--- src/rtl/fixed_point_pkg.sv ---
// Shared types for the fixed-point add/subtract arbiter block.
//   fp_op_e    : requested operation (add, or subtract via inverted b).
//   fp_ctrl_t  : width-independent control part of the stage-1 payload.
// Width-dependent fields (operands, requester id) are declared in the
// block that owns the N/R parameters.
package fixed_point_pkg;

  typedef enum logic {
    FP_OP_ADD = 1'b0,
    FP_OP_SUB = 1'b1
  } fp_op_e;

  typedef struct packed {
    fp_op_e op;
    logic   carry_in;
  } fp_ctrl_t;

endpackage

--- src/rtl/FixedPointAdd.sv ---
// N-bit unsigned adder with carry in/out, modulo 2^N.
// Ports: a, b (operands), carry_in, sum (N bits), carry_out (bit N).
module FixedPointAdd #(
  parameter int N = 32
) (
  input  logic [N-1:0] a,
  input  logic [N-1:0] b,
  input  logic         carry_in,
  output logic [N-1:0] sum,
  output logic         carry_out
);

  assign {carry_out, sum} = {1'b0, a} + {1'b0, b} + {{N{1'b0}}, carry_in};

endmodule

--- src/rtl/fixed_point_rr_arbiter.sv ---
// R-way round-robin arbiter with a combinational grant.
// Ports: clk, rst (sync, active-high), req_valid (R), accept (strobe: the
// current grant was taken), grant (one-hot or zero), grant_id, grant_any.
// `last` holds the most recently accepted index; the search starts one
// past it, so a granted-but-not-accepted requester keeps its place.
module fixed_point_rr_arbiter #(
  parameter  int R    = 4,
  localparam int ID_W = (R > 1) ? $clog2(R) : 1
) (
  input  logic            clk,
  input  logic            rst,
  input  logic [R-1:0]    req_valid,
  input  logic            accept,
  output logic [R-1:0]    grant,
  output logic [ID_W-1:0] grant_id,
  output logic            grant_any
);

  logic [ID_W-1:0] last;

  always_comb begin
    grant     = '0;
    grant_id  = '0;
    grant_any = 1'b0;
    for (int k = 1; k <= R; k++) begin
      automatic int idx = (int'(last) + k) % R;
      if (!grant_any && req_valid[idx]) begin
        grant[idx] = 1'b1;
        grant_id   = ID_W'(idx);
        grant_any  = 1'b1;
      end
    end
  end

  // Reset to R-1 so requester 0 is first in line.
  always_ff @(posedge clk) begin
    if (rst) begin
      last <= ID_W'(R - 1);
    end else if (accept) begin
      last <= grant_id;
    end
  end

endmodule

--- src/rtl/fixed_point_addsub_arbiter.sv ---
// Shares one FixedPointAdd datapath among R requesters.
// Ports:
//   clk, rst            : clock, synchronous active-high reset
//   req_valid/req_ready : per-requester handshake (req_ready one-hot or zero)
//   req_op              : 0 = add, 1 = subtract (a + ~b + carry_in)
//   req_a, req_b        : operands, requester i at [i*N +: N]
//   req_carry_in        : per-requester carry/borrow in
//   rsp_valid/rsp_ready : shared response handshake
//   rsp_id, rsp_c       : originating requester and result
//   rsp_carry_out       : bit N of the sum (for subtract: 1 = no borrow)
// Two stages: operand register (p1) then result register (p2).
module fixed_point_addsub_arbiter
  import fixed_point_pkg::*;
#(
  parameter  int N    = 32,
  parameter  int R    = 4,
  localparam int ID_W = (R > 1) ? $clog2(R) : 1
) (
  input  logic            clk,
  input  logic            rst,
  input  logic [R-1:0]    req_valid,
  output logic [R-1:0]    req_ready,
  input  logic [R-1:0]    req_op,
  input  logic [R*N-1:0]  req_a,
  input  logic [R*N-1:0]  req_b,
  input  logic [R-1:0]    req_carry_in,
  output logic            rsp_valid,
  input  logic            rsp_ready,
  output logic [ID_W-1:0] rsp_id,
  output logic [N-1:0]    rsp_c,
  output logic            rsp_carry_out
);

  typedef struct packed {
    fp_ctrl_t        ctrl;
    logic [N-1:0]    a;
    logic [N-1:0]    b;
    logic [ID_W-1:0] id;
  } s1_payload_t;

  function automatic logic [N-1:0] adder_b(fp_op_e op, logic [N-1:0] b);
    return (op == FP_OP_SUB) ? ~b : b;
  endfunction

  logic [R-1:0]    grant;
  logic [ID_W-1:0] grant_id;
  logic            grant_any;
  logic            accept;
  logic            s1_free;
  logic            s2_adv;
  s1_payload_t     req_sel_p0;
  s1_payload_t     payload_p1;
  logic            vld_p1;
  logic            vld_p2;
  logic [N-1:0]    sum_p1;
  logic            cout_p1;

  // ---- p0: arbitration and request select ----
  assign s2_adv    = !vld_p2 || rsp_ready;
  assign s1_free   = !vld_p1 || s2_adv;
  assign req_ready = rst ? '0 : (grant & {R{s1_free}});
  assign accept    = grant_any && s1_free && !rst;

  fixed_point_rr_arbiter #(.R(R)) u_arb (
    .clk       (clk),
    .rst       (rst),
    .req_valid (req_valid),
    .accept    (accept),
    .grant     (grant),
    .grant_id  (grant_id),
    .grant_any (grant_any)
  );

  always_comb begin
    req_sel_p0               = '0;
    req_sel_p0.ctrl.op       = fp_op_e'(req_op[grant_id]);
    req_sel_p0.ctrl.carry_in = req_carry_in[grant_id];
    req_sel_p0.a             = req_a[int'(grant_id)*N +: N];
    req_sel_p0.b             = req_b[int'(grant_id)*N +: N];
    req_sel_p0.id            = grant_id;
  end

  // ---- p1: operand register ----
  always_ff @(posedge clk) begin
    if (rst) begin
      vld_p1 <= 1'b0;
    end else if (s1_free) begin
      vld_p1 <= accept;
    end
    if (accept) begin
      payload_p1 <= req_sel_p0;
    end
  end

  FixedPointAdd #(.N(N)) u_add (
    .a         (payload_p1.a),
    .b         (adder_b(payload_p1.ctrl.op, payload_p1.b)),
    .carry_in  (payload_p1.ctrl.carry_in),
    .sum       (sum_p1),
    .carry_out (cout_p1)
  );

  // ---- p2: result register, holds while the consumer stalls ----
  always_ff @(posedge clk) begin
    if (rst) begin
      vld_p2        <= 1'b0;
      rsp_c         <= '0;
      rsp_carry_out <= 1'b0;
      rsp_id        <= '0;
    end else if (s2_adv) begin
      vld_p2 <= vld_p1;
      if (vld_p1) begin
        rsp_c         <= sum_p1;
        rsp_carry_out <= cout_p1;
        rsp_id        <= payload_p1.id;
      end
    end
  end

  assign rsp_valid = vld_p2;

endmodule
--- config.mk ---
export PLATFORM = sky130hd
export DESIGN_NAME = fixed_point_addsub_arbiter
export DESIGN_NICKNAME = d
export VERILOG_FILES = /design/src/rtl/fixed_point_pkg.sv /design/src/rtl/FixedPointAdd.sv /design/src/rtl/fixed_point_rr_arbiter.sv /design/src/rtl/fixed_point_addsub_arbiter.sv
export SDC_FILE = /design/constraint.sdc
export NUM_CORES = 1
export LEC_CHECK = 0
export CAP_MARGIN = 0
export CELL_PAD_IN_SITES_DETAIL_PLACEMENT = 1
export CELL_PAD_IN_SITES_GLOBAL_PLACEMENT = 1
export CORE_UTILIZATION = 34
export CTS_CLUSTER_SIZE = 8
export DETAILED_ROUTE_END_ITERATION = 8
export PLACE_DENSITY_LB_ADDON = 0.1
export SLEW_MARGIN = 25
export SYNTH_ARGS = -nofsm -noshare
export SYNTH_HDL_FRONTEND = slang
export SYNTH_HIERARCHICAL = 1
export SYNTH_SLANG_ARGS = --single-unit
--- constraint.sdc ---
create_clock -name clk -period 4.2 [get_ports clk]
set_input_delay 0.42 -clock clk [delete_from_list [all_inputs] [get_ports clk]]
set_output_delay 0.42 -clock clk [all_outputs]
set_load 0.03 [all_outputs]
==> results.txt, run 1 <==
DRC Markers: 0
Total Routing Usage GR: 0.211
Primary FF master, synth: edfxtp_1
Reg power frac: 0.271
PortBufs: 310
Total Wirelength: 25.3 mm
GR Util met3: 0.0498
Mapped Cells: 691
Ys Warns: 6
Post-Synth Simple-Gate Area: 0.130
Storage element area: 2820 sq um
Die area: 24500 sq um
Crit start category: flip-flop
Vias per cell: 5.08
Initial core utilization: 0.346
Layout cell share with drive strength beyond 1: 0.120
Post-Synth XOR/XNOR Area: 0.0616
Final setup viols: 0
CP required: 3.78 ns
Post-synthesis mux area share: 0.240
NumNets Final: 1297
Clock power share: 0.169
Global-route wire length before repair: 39.5 mm
Hold-fix buffers, CTS: 0
Distinct cells, synth: 66
Pwr dens: 476 nW/um^2
Leakage: 0.00437 uW
Peak VDD IR: 227 uV
Main combinational cell family by area after synthesis: multiplexers
Final setup TNS: 0 ns
Post-synth ARST share: 0
Multi-input gate area: 4960 sq um
Setup bufs post-CTS: 0
P_int: 3420 uW
H-tree levels: 3
CP endpoint kind: output port
M1 GR Usage: 0.271
DR pass1 iterations: 4
CTS tree: yes
Yosys reg bits: 107
Initial antenna violation count: 1
Syn Nets: 1003
Clk_lat worst skew: 0.35 ns
Rows: 56
Final hold violations: 0
Synth-to-Final Area Change: 45.7%
Net Sw Frac: 0.392
F_max: 271 MHz
Type of the worst min-delay path: flip-flop to flip-flop
Root buf cell: clkbuf_16
Vias in the first global route: 7238
Syn_area_per_cell: 11.7 sq um
Logic pwr share: 0.561
Clk_skew: 0.00886 ns
Vias: 6651
Met2 usage: 0.361
Post-synth EDFFs: 68
Seq/Total Area, Yosys: 0.348
Worst-Margin Slew: 0.708 ns
CP Class: flip-flop to output port
Max FO, Critical Path: 9
DP HPWL: 20.4 mm
Largest net degree at the start of global routing: 76
IO Pins: 311
Pins Over Slew Limit: 0
CTS Buf Count: 9
RSZ-0062 raised after global routing: false
Tcrit/Tclk final: 0.877
P_sw: 2200 uW
Max-cap violation count: 0
Critical Path AT: 3.26 ns
Clk buf depth: 2
DR iter-0 viols: 274
Cell area after synthesis: 8110 sq um
Gates resized, CTS repair: 0
Busiest grt layer: met2
Global placement routability congestion: 0.814
Final worst setup slack: 0.516 ns
Die height: 156 um
Die width: 156 um
WL/cell: 19.3 um
Reg clk slew, reported paths: 0.07 ns
Place WS: 0.604 ns
Filler instances: 2503
Final min period: 3.68 ns
CTS Sinks: 107
Relative slew slack: 0.527
Status: completed
Core ar.: 23400 sq um
Synth Area in Adders: 0.0651
Compound-Gate Fraction of Synth Area: 0.112
Antenna-violating nets left: 0
GR Overflow Total: 0
PnR Total Power: 5620 uW
[metal layers]
metal | share of wire | vias up
met3 | 0.049 | 20
met4 | 0.013 | 0
met2 | 0.49 | 176
li1 | - | 3215
met5 | 0 | -
met1 | 0.44 | 3240
[power by group through the flow]
stage                     Clock [uW]  Sequential [uW]  Combinational (uW)
after floorplan                    0             1730                1960
after CTS                        980             1530                3170
final                            948             1520                3150
after global routing            1020             1550                3440
after detailed placement           0             1550                3160
after global placement             0             1550                3120
[synthesized netlist by cell type (14+ instances only)]
| cell | instances | area [sq um] |
|---|---|---|
| inv_1 | 14 | 52.6 |
| a21oi_1 | 37 | 185 |
| xor2_1 | 47 | 412 |
| dfxtp_1 | 39 | 781 |
| nor2_1 | 27 | 101 |
| ha_1 | 39 | 488 |
| mux4_2 | 68 | 1530 |
| buf_6 | 14 | 158 |
| mux2i_1 | 39 | 390 |
| nand2_1 | 30 | 113 |
| o21ai_0 | 15 | 75.1 |
| edfxtp_1 | 68 | 2040 |
| nand2b_1 | 73 | 457 |
[final timing paths]
| check | startpoint | to | slack [ns] | cells past startpoint |
|---|---|---|---|---|
| worst max-delay path | u_arb/last[0] | req_ready[1] | 0.52 | 8 |
| worst min-delay path | rsp_c[2] | rsp_c[2] | 0.47 | 2 |
| worst max register to register | payload_p1[67] | rsp_c[28] | 0.56 | 13 |
| worst min register to register | rsp_c[2] | rsp_c[2] | 0.47 | 2 |
[registers in the layout, indices dropped and copies added, names as in the netlist]
| signal | count |
|---|---|
| rsp_id | 2 |
| rsp_c | 32 |
| u_arb/last | 2 |
| vld_p1 | 1 |
| payload_p1 | 68 |
| rsp_valid | 1 |
| rsp_carry_out | 1 |
[kinds of logic (layout without fill, tap and decap cells)]
group / count (synthesis) / count (layout)
XOR/XNOR: 57 / 57
buffers and inverters: 57 / 356
multiplexers: 109 / 109
AO/OA/AOI/OAI: 132 / 132
flip-flops: 107 / 107
other: 0 / 1
adder cells (fa/ha/maj): 41 / 41
AND/OR/NAND/NOR: 188 / 188
[cell type report]
class / instances / share of cell area
multi-input cells: 527 / 0.420
clock buffers: 11 / 0.0206
inverters: 15 / 0.00477
flip-flops and latches: 107 / 0.239
clock inverters: 5 / 0.00710
diodes: 1 / 0.000212
repair buffers: 325 / 0.274
well taps: 319 / 0.0338
[worst max-delay path: stages, from the launching register on]
cell,delay (ns)
dfxtp_1,0.33
inv_1,0.16
ha_1,0.53
mux2i_1,0.28
nand2_1,0.08
o31ai_1,0.50
a221o_1,0.24
and2_1,0.12
clkdlybuf4s50_1,0.66
[through the flow]
| stage | hold slack [ns] | cell area (sq um) | utilization | instances |
|---|---|---|---|---|
| floorplan | 0.478 | 8110 | - | 691 |
| global route | 0.487 | 11800 | 0.504 | 1310 |
| detailed placement | 0.462 | 11500 | 0.490 | 1293 |
| finish | 0.474 | 11800 | 0.504 | 1310 |
| CTS | 0.479 | 11800 | 0.504 | 1309 |
| global placement | 0.463 | 11500 | 0.490 | 1293 |
[cells in the final DEF (no fill, tap or decap), types with 12 or more instances in the layout]
cell | Yosys | routed
o21ai_1 | 12 | 12
ha_1 | 39 | 39
a21oi_1 | 37 | 37
edfxtp_1 | 68 | 68
xor2_1 | 47 | 47
buf_4 | 4 | 13
o21ai_0 | 15 | 15
nor2_1 | 27 | 27
mux4_2 | 68 | 68
nand2b_1 | 73 | 73
dfxtp_1 | 39 | 39
a21o_1 | 13 | 12
inv_1 | 14 | 14
nand2_1 | 30 | 30
clkdlybuf4s50_1 | 0 | 309
mux2i_1 | 39 | 39
Power figures use the tool's default switching activity.
==> run 2, diff against run 1 <==
MAX_ROUTING_LAYER = met4   (was default)
RECOVER_POWER = 25   (was default)
==> results.txt, run 2 (synthesized netlist as in run 1, its figures left out) <==
Status: complete, but fails checks
Failing checks: capacitance limit, slew limit
Vias: 6675 (+0.36%)
DR pass1 iterations: 4 (unchanged)
Antenna-violating nets left: 0 (unchanged)
Final instance count without filler cells: 1310 (unchanged)
GR Overflow Total: 0 (unchanged)
Biggest registers after layout: payload_p1 x68, rsp_c x32
PortBufs: 310 (unchanged)
WL/cell: 19.3 um (about the same)
CP Class: flip-flop to output port
Clk_skew: 0.00978 ns (+0.000915 ns)
Place WS: 0.604 ns (unchanged)
Setup bufs post-CTS: 0 (unchanged)
Final setup viols: 0 (unchanged)
Pins Over Slew Limit: 18 (+18)
Rows: 56 (unchanged)
Clk buf depth: 2 (unchanged)
Relative slew slack: -0.420 (-0.946)
Total Routing Usage GR: 0.217 (+0.00632)
Worst-Margin Slew: 2.13 ns (+1.42 ns)
Filler instances: 2505 (+0.080%)
Final hold violations: 0 (unchanged)
PnR Total Power: 5580 uW (-0.69%)
GR Util met3: 0.0457 (-0.00415)
Initial core utilization: 0.346 (unchanged)
Most common cell after layout, fill and taps aside: clkdlybuf4s50_1
CP required: 3.78 ns (about the same)
Die width: 156 um (unchanged)
RSZ-0062 raised after global routing: false
Final setup TNS: 0 ns (unchanged)
Die height: 156 um (unchanged)
Reg clk slew, reported paths: 0.07 ns (about the same)
CP endpoint kind: output port
Global-route wire length before repair: 39.4 mm (-0.19%)
Largest net degree at the start of global routing: 76 (unchanged)
Hold-fix buffers, CTS: 0 (unchanged)
Peak VDD IR: 227 uV (-0.38%)
DR iter-0 viols: 325 (+19%)
Clk_lat worst skew: 0.36 ns (about the same)
CTS Buf Count: 9 (unchanged)
DRC Markers: 0 (unchanged)
Util after Layout: 0.504 (about the same)
NumNets Final: 1297 (unchanged)
Die area: 24500 sq um (unchanged)
Final min period: 3.68 ns (-0.00321 ns)
IO Pins: 311 (unchanged)
CTS tree: yes
Busiest grt layer: met2
Biggest register: payload_p1
Total Wirelength: 25.3 mm (about the same)
Layout cell share with drive strength beyond 1: 0.119 (-0.00101)
Core ar.: 23400 sq um (unchanged)
F_max: 272 MHz (about the same)
Synth-to-Final Area Change: 45.6% (about the same)
Type of the worst min-delay path: flip-flop to flip-flop
DP HPWL: 20.4 mm (unchanged)
Global placement routability congestion: 0.826 (+1.5%)
Max FFs per register: 68 (unchanged)
Final worst setup slack: 0.519 ns (+0.00321 ns)
Most frequent cells in the layout: clkdlybuf4s50_1, nand2b_1, mux4_2, edfxtp_1, xor2_1
Vias per cell: 5.10 (+0.36%)
Tcrit/Tclk final: 0.876 (about the same)
M1 GR Usage: 0.273 (+0.00176)
Leakage: 0.00446 uW (+2.0%)
Met2 usage: 0.362 (+0.00106)
CP cell instances: inv_1, ha_1, mux2i_1, nand2_1, o31ai_1, a221o_1, and2_1, clkdlybuf4s50_1
Pwr dens: 473 nW/um^2 (-0.62%)
CTS Sinks: 107 (unchanged)
Critical Path AT: 3.26 ns (about the same)
Initial antenna violation count: 1 (unchanged)
Placed instance count: 1293 (unchanged)
Vias in the first global route: 7261 (+0.32%)
Max FO, Critical Path: 9 (unchanged)
Gates resized, CTS repair: 0 (unchanged)
Worst path max stage delay: 0.67 ns (about the same)
Root buf cell: clkbuf_16
Crit start category: flip-flop
Max-cap violation count: 1 (+1)
CP max stage cell: clkdlybuf4s50_1
H-tree levels: 3 (unchanged)
[run 2: cell count changes in the layout (fill, tap and decap cells not counted), sizes merged]
| cell | before | now |
|---|---|---|
| dlygate4sd3 | 0 | 38 |
| clkdlybuf4s50 | 309 | 271 |
[run 2: critical path, delay by kind of cell, from the launching register on]
kind / cells / cell delay (ns)
AOI/OAI and AO/OA: 2 / 0.74
buffers and inverters: 2 / 0.83
muxes: 1 / 0.28
adders and majority gates: 1 / 0.53
DFF: 1 / 0.33
and+or+nand+nor: 2 / 0.20
[run 2: where the power goes]
part	total [uW]	internal (uW)	switching, uW
clock	948	544	404
sequential	1510	1400	114
combinational	3120	1430	1680
[run 2: final timing paths]
kind,start,endpoint,slack (ns),cells after the start
worst max-delay path,u_arb/last[0],req_ready[1],0.52,8
worst min-delay path,rsp_c[2],rsp_c[2],0.47,2
worst max register to register,payload_p1[67],rsp_c[28],0.55,13
worst min register to register,rsp_c[2],rsp_c[2],0.47,2
[run 2: cell type report]
type / count / area [sq um] / share of cell area
multi-input cells: 527 / 4960 / 0.420
repair buffers: 325 / 3240 / 0.274
flip-flops and latches: 107 / 2820 / 0.239
well taps: 319 / 399 / 0.0338
clock buffers: 11 / 243 / 0.0206
clock inverters: 5 / 83.8 / 0.00710
inverters: 15 / 56.3 / 0.00477
diodes: 1 / 2.50 / 0.000212
[run 2: per-stage QoR]
stage / area (sq um) / hold WS, ns
2_1_floorplan: 8110 / 0.478
3_3_place_gp: 11500 / 0.463
3_5_place_dp: 11500 / 0.462
4_1_cts: 11800 / 0.479
5_1_grt: 11800 / 0.485
6_report: 11800 / 0.471
[run 2: metal layers]
| layer | part of all wire | vias up |
|---|---|---|
| met1 | 0.45 | 3267 |
| li1 | - | 3214 |
| met3 | 0.044 | 20 |
| met2 | 0.50 | 174 |
| met5 | 0 | - |
| met4 | 0.011 | 0 |
==> run 3, diff against run 2 <==
REMOVE_ABC_BUFFERS = 1   (was default)
==> results.txt, run 3 (synthesized netlist as in run 1, its figures left out) <==
Status: complete, but fails checks
Failing checks: capacitance limit, slew limit
Logic pwr share: 0.565 (+0.006)
Setup bufs post-CTS: 0 (unchanged)
Final setup viols: 0 (unchanged)
Antenna-violating nets left: 0 (unchanged)
DR pass1 iterations: 4 (unchanged)
Tcrit/Tclk final: 0.887 (+0.0106)
Reg power frac: 0.281 (+0.010)
Filler instances: 2544 (+1.6%)
F_max: 268 MHz (-1.2%)
Clk buf depth: 2 (unchanged)
Flop2flop setup slack: 0.62 ns (+0.07 ns)
Crit start category: flip-flop
Max FFs per register: 68 (unchanged)
Rows: 56 (unchanged)
Post-route cell area: 11800 sq um (-0.41%)
Worst-Margin Slew: 1.92 ns (-0.209 ns)
CP endpoint kind: output port
Endpoint, Worst Hold: rsp_c[1]
Biggest register: payload_p1
DR iter-0 viols: 257 (-21%)
Vias per cell: 5.08 (-0.25%)
Vias: 6628 (-0.70%)
Antenna cells: 0 (-1)
CP cell instances: inv_1, ha_1, mux2i_1, nand2_1, o31ai_1, a221o_1, and2_1, clkdlybuf4s50_1
GR Overflow Total: 0 (unchanged)
Post-DP Area: 11400 sq um (-0.28%)
Critical path depth in cells: 8 (unchanged)
Final setup TNS: 0 ns (unchanged)
Synth-to-Final Area Change: 45.0%
Hold WS: 0.469 ns (-0.00262 ns)
CP max stage cell: clkdlybuf4s50_1
PnR Total Power: 5400 uW (-3.1%)
Peak VDD IR: 199 uV (-12%)
Die area: 24500 sq um (unchanged)
Clk_skew: 0.00895 ns (-0.000822 ns)
Leakage: 0.00443 uW (-0.68%)
DP HPWL: 19.0 mm (-7.0%)
Die height: 156 um (unchanged)
Final worst setup slack: 0.475 ns (-0.0446 ns)
WL/cell: 18.6 um (-3.8%)
Worst hold path stage count: 2 (unchanged)
Final hold violations: 0 (unchanged)
CTS Sinks: 107 (unchanged)
P_sw: 2160 uW (-1.9%)
CP top delay family: compound AO/OA/AOI/OAI gates
Critical Path AT: 3.31 ns (+0.05 ns)
Buffer and inverter count on the worst path: 2 (unchanged)
Clock power share: 0.155 (-0.015)
Most common cell after layout, fill and taps aside: clkdlybuf4s50_1
Biggest registers after layout: payload_p1 x68, rsp_c x32
CTS Buf Count: 9 (unchanged)
CP Class: flip-flop to output port
Pwr dens: 460 nW/um^2 (-2.7%)
Hold-fix buffers, CTS: 0 (unchanged)
Total Routing Usage GR: 0.209 (-0.00827)
Layout cell share with drive strength beyond 1: 0.115 (-0.00447)
Core ar.: 23400 sq um (unchanged)
RSZ-0062 raised after global routing: false
Total Wirelength: 24.3 mm (-4.2%)
Most frequent cells in the layout: clkdlybuf4s50_1, nand2b_1, mux4_2, edfxtp_1, xor2_1
Max-cap violation count: 1 (unchanged)
Global placement routability congestion: 0.802 (-2.9%)
Clk_lat worst skew: 0.36 ns (about the same)
Max FO, Critical Path: 9 (unchanged)
Relative slew slack: -0.278 (+0.142)
Initial antenna violation count: 0 (-1)
P_int: 3250 uW (-3.9%)
Reg2reg start: payload_p1[67]
PortBufs: 310 (unchanged)
Largest net degree at the start of global routing: 76 (unchanged)
Hold Crit Start: rsp_c[1]
Crit Reg-Reg Endpoint: rsp_c[20]
H-tree levels: 3 (unchanged)
Place WS: 0.604 ns (+0.00000700 ns)
CTS tree: yes
Reg2Reg Depth: 12 (-1)
CP required: 3.78 ns (about the same)
Pins Over Slew Limit: 25 (+7)
Global-route wire length before repair: 38.2 mm (-3.0%)
NumNets Final: 1292 (-0.39%)
Worst path max stage delay: 0.66 ns (about the same)
IO Pins: 311 (unchanged)
Gates resized, CTS repair: 0 (unchanged)
DRC Markers: 0 (unchanged)
Vias in the first global route: 7135 (-1.7%)
Reg clk slew, reported paths: 0.07 ns (about the same)
Net Sw Frac: 0.399 (+0.00495)
Final min period: 3.73 ns (+0.0446 ns)
Die width: 156 um (unchanged)
Initial core utilization: 0.346 (unchanged)
Type of the worst min-delay path: flip-flop to flip-flop
Root buf cell: clkbuf_16
run 3: cell count changes in the layout (fill, tap and decap cells not counted), sizes merged:
| cell | delta |
|---|---|
| buf | -5 |
| bufinv | -2 |
| clkinv | +3 |
| diode | -1 |
| inv | -1 |
run 3: layout make-up:
cell class | count | area (sq um) | share of cell area
sequential | 107 | 2820 | 0.240
timing repair buffer | 320 | 3230 | 0.275
multi-input combinational | 527 | 4960 | 0.422
inverter | 15 | 56.3 | 0.00479
clock buffer | 11 | 243 | 0.0207
tap | 319 | 399 | 0.0340
clock inverter | 5 | 37.5 | 0.00319
run 3: worst reg2reg max path, stage by stage (launching register included):
cell and delay [ns]:
edfxtp_1 0.53, xor2_1 0.23, fa_1 0.47, fa_1 0.43, a21oi_1 0.27, o32ai_1 0.16
o211ai_2 0.31, a2111oi_2 0.14, o21bai_1 0.39, nor4bb_1 0.28, nor3b_1 0.10, nand2b_1 0.08
mux2i_1 0.07
run 3: how the worst max path moves through the flow:
stage / from / endpoint / slack, ns
floorplan: u_arb/last[0] / payload_p1[10] / -1.43
finish: u_arb/last[0] / req_ready[0] / 0.47
global placement: payload_p1[67] / rsp_c[20] / 0.61
global route: u_arb/last[0] / req_ready[0] / 0.22
CTS: u_arb/last[0] / req_ready[3] / 0.49
detailed placement: payload_p1[67] / rsp_c[20] / 0.60
run 3: per-stage QoR:
step / util / instances
floorplan: - / 649
global placement: 0.489 / 1287
detailed placement: 0.489 / 1287
CTS: 0.501 / 1303
global route: 0.502 / 1304
finish: 0.502 / 1304
run 3: power groups by stage:
stage / Combinational (uW) / Clock, uW / Sequential, uW
2_1_floorplan: 1910 / 0 / 1750
3_5_place_dp: 3100 / 0 / 1550
6_report: 3050 / 835 / 1520
4_1_cts: 3120 / 869 / 1530
5_1_grt: 3350 / 895 / 1540
3_3_place_gp: 3060 / 0 / 1550
run 3: routing by layer:
metal / vias to the layer above / wire length (um) / global-route usage
li1: 3209 / - / -
met1: 3245 / 10600 / 0.258
met2: 154 / 12400 / 0.358
met3: 20 / 852 / 0.0332
met4: 0 / 366 / 0.0504
met5: - / 0 / -
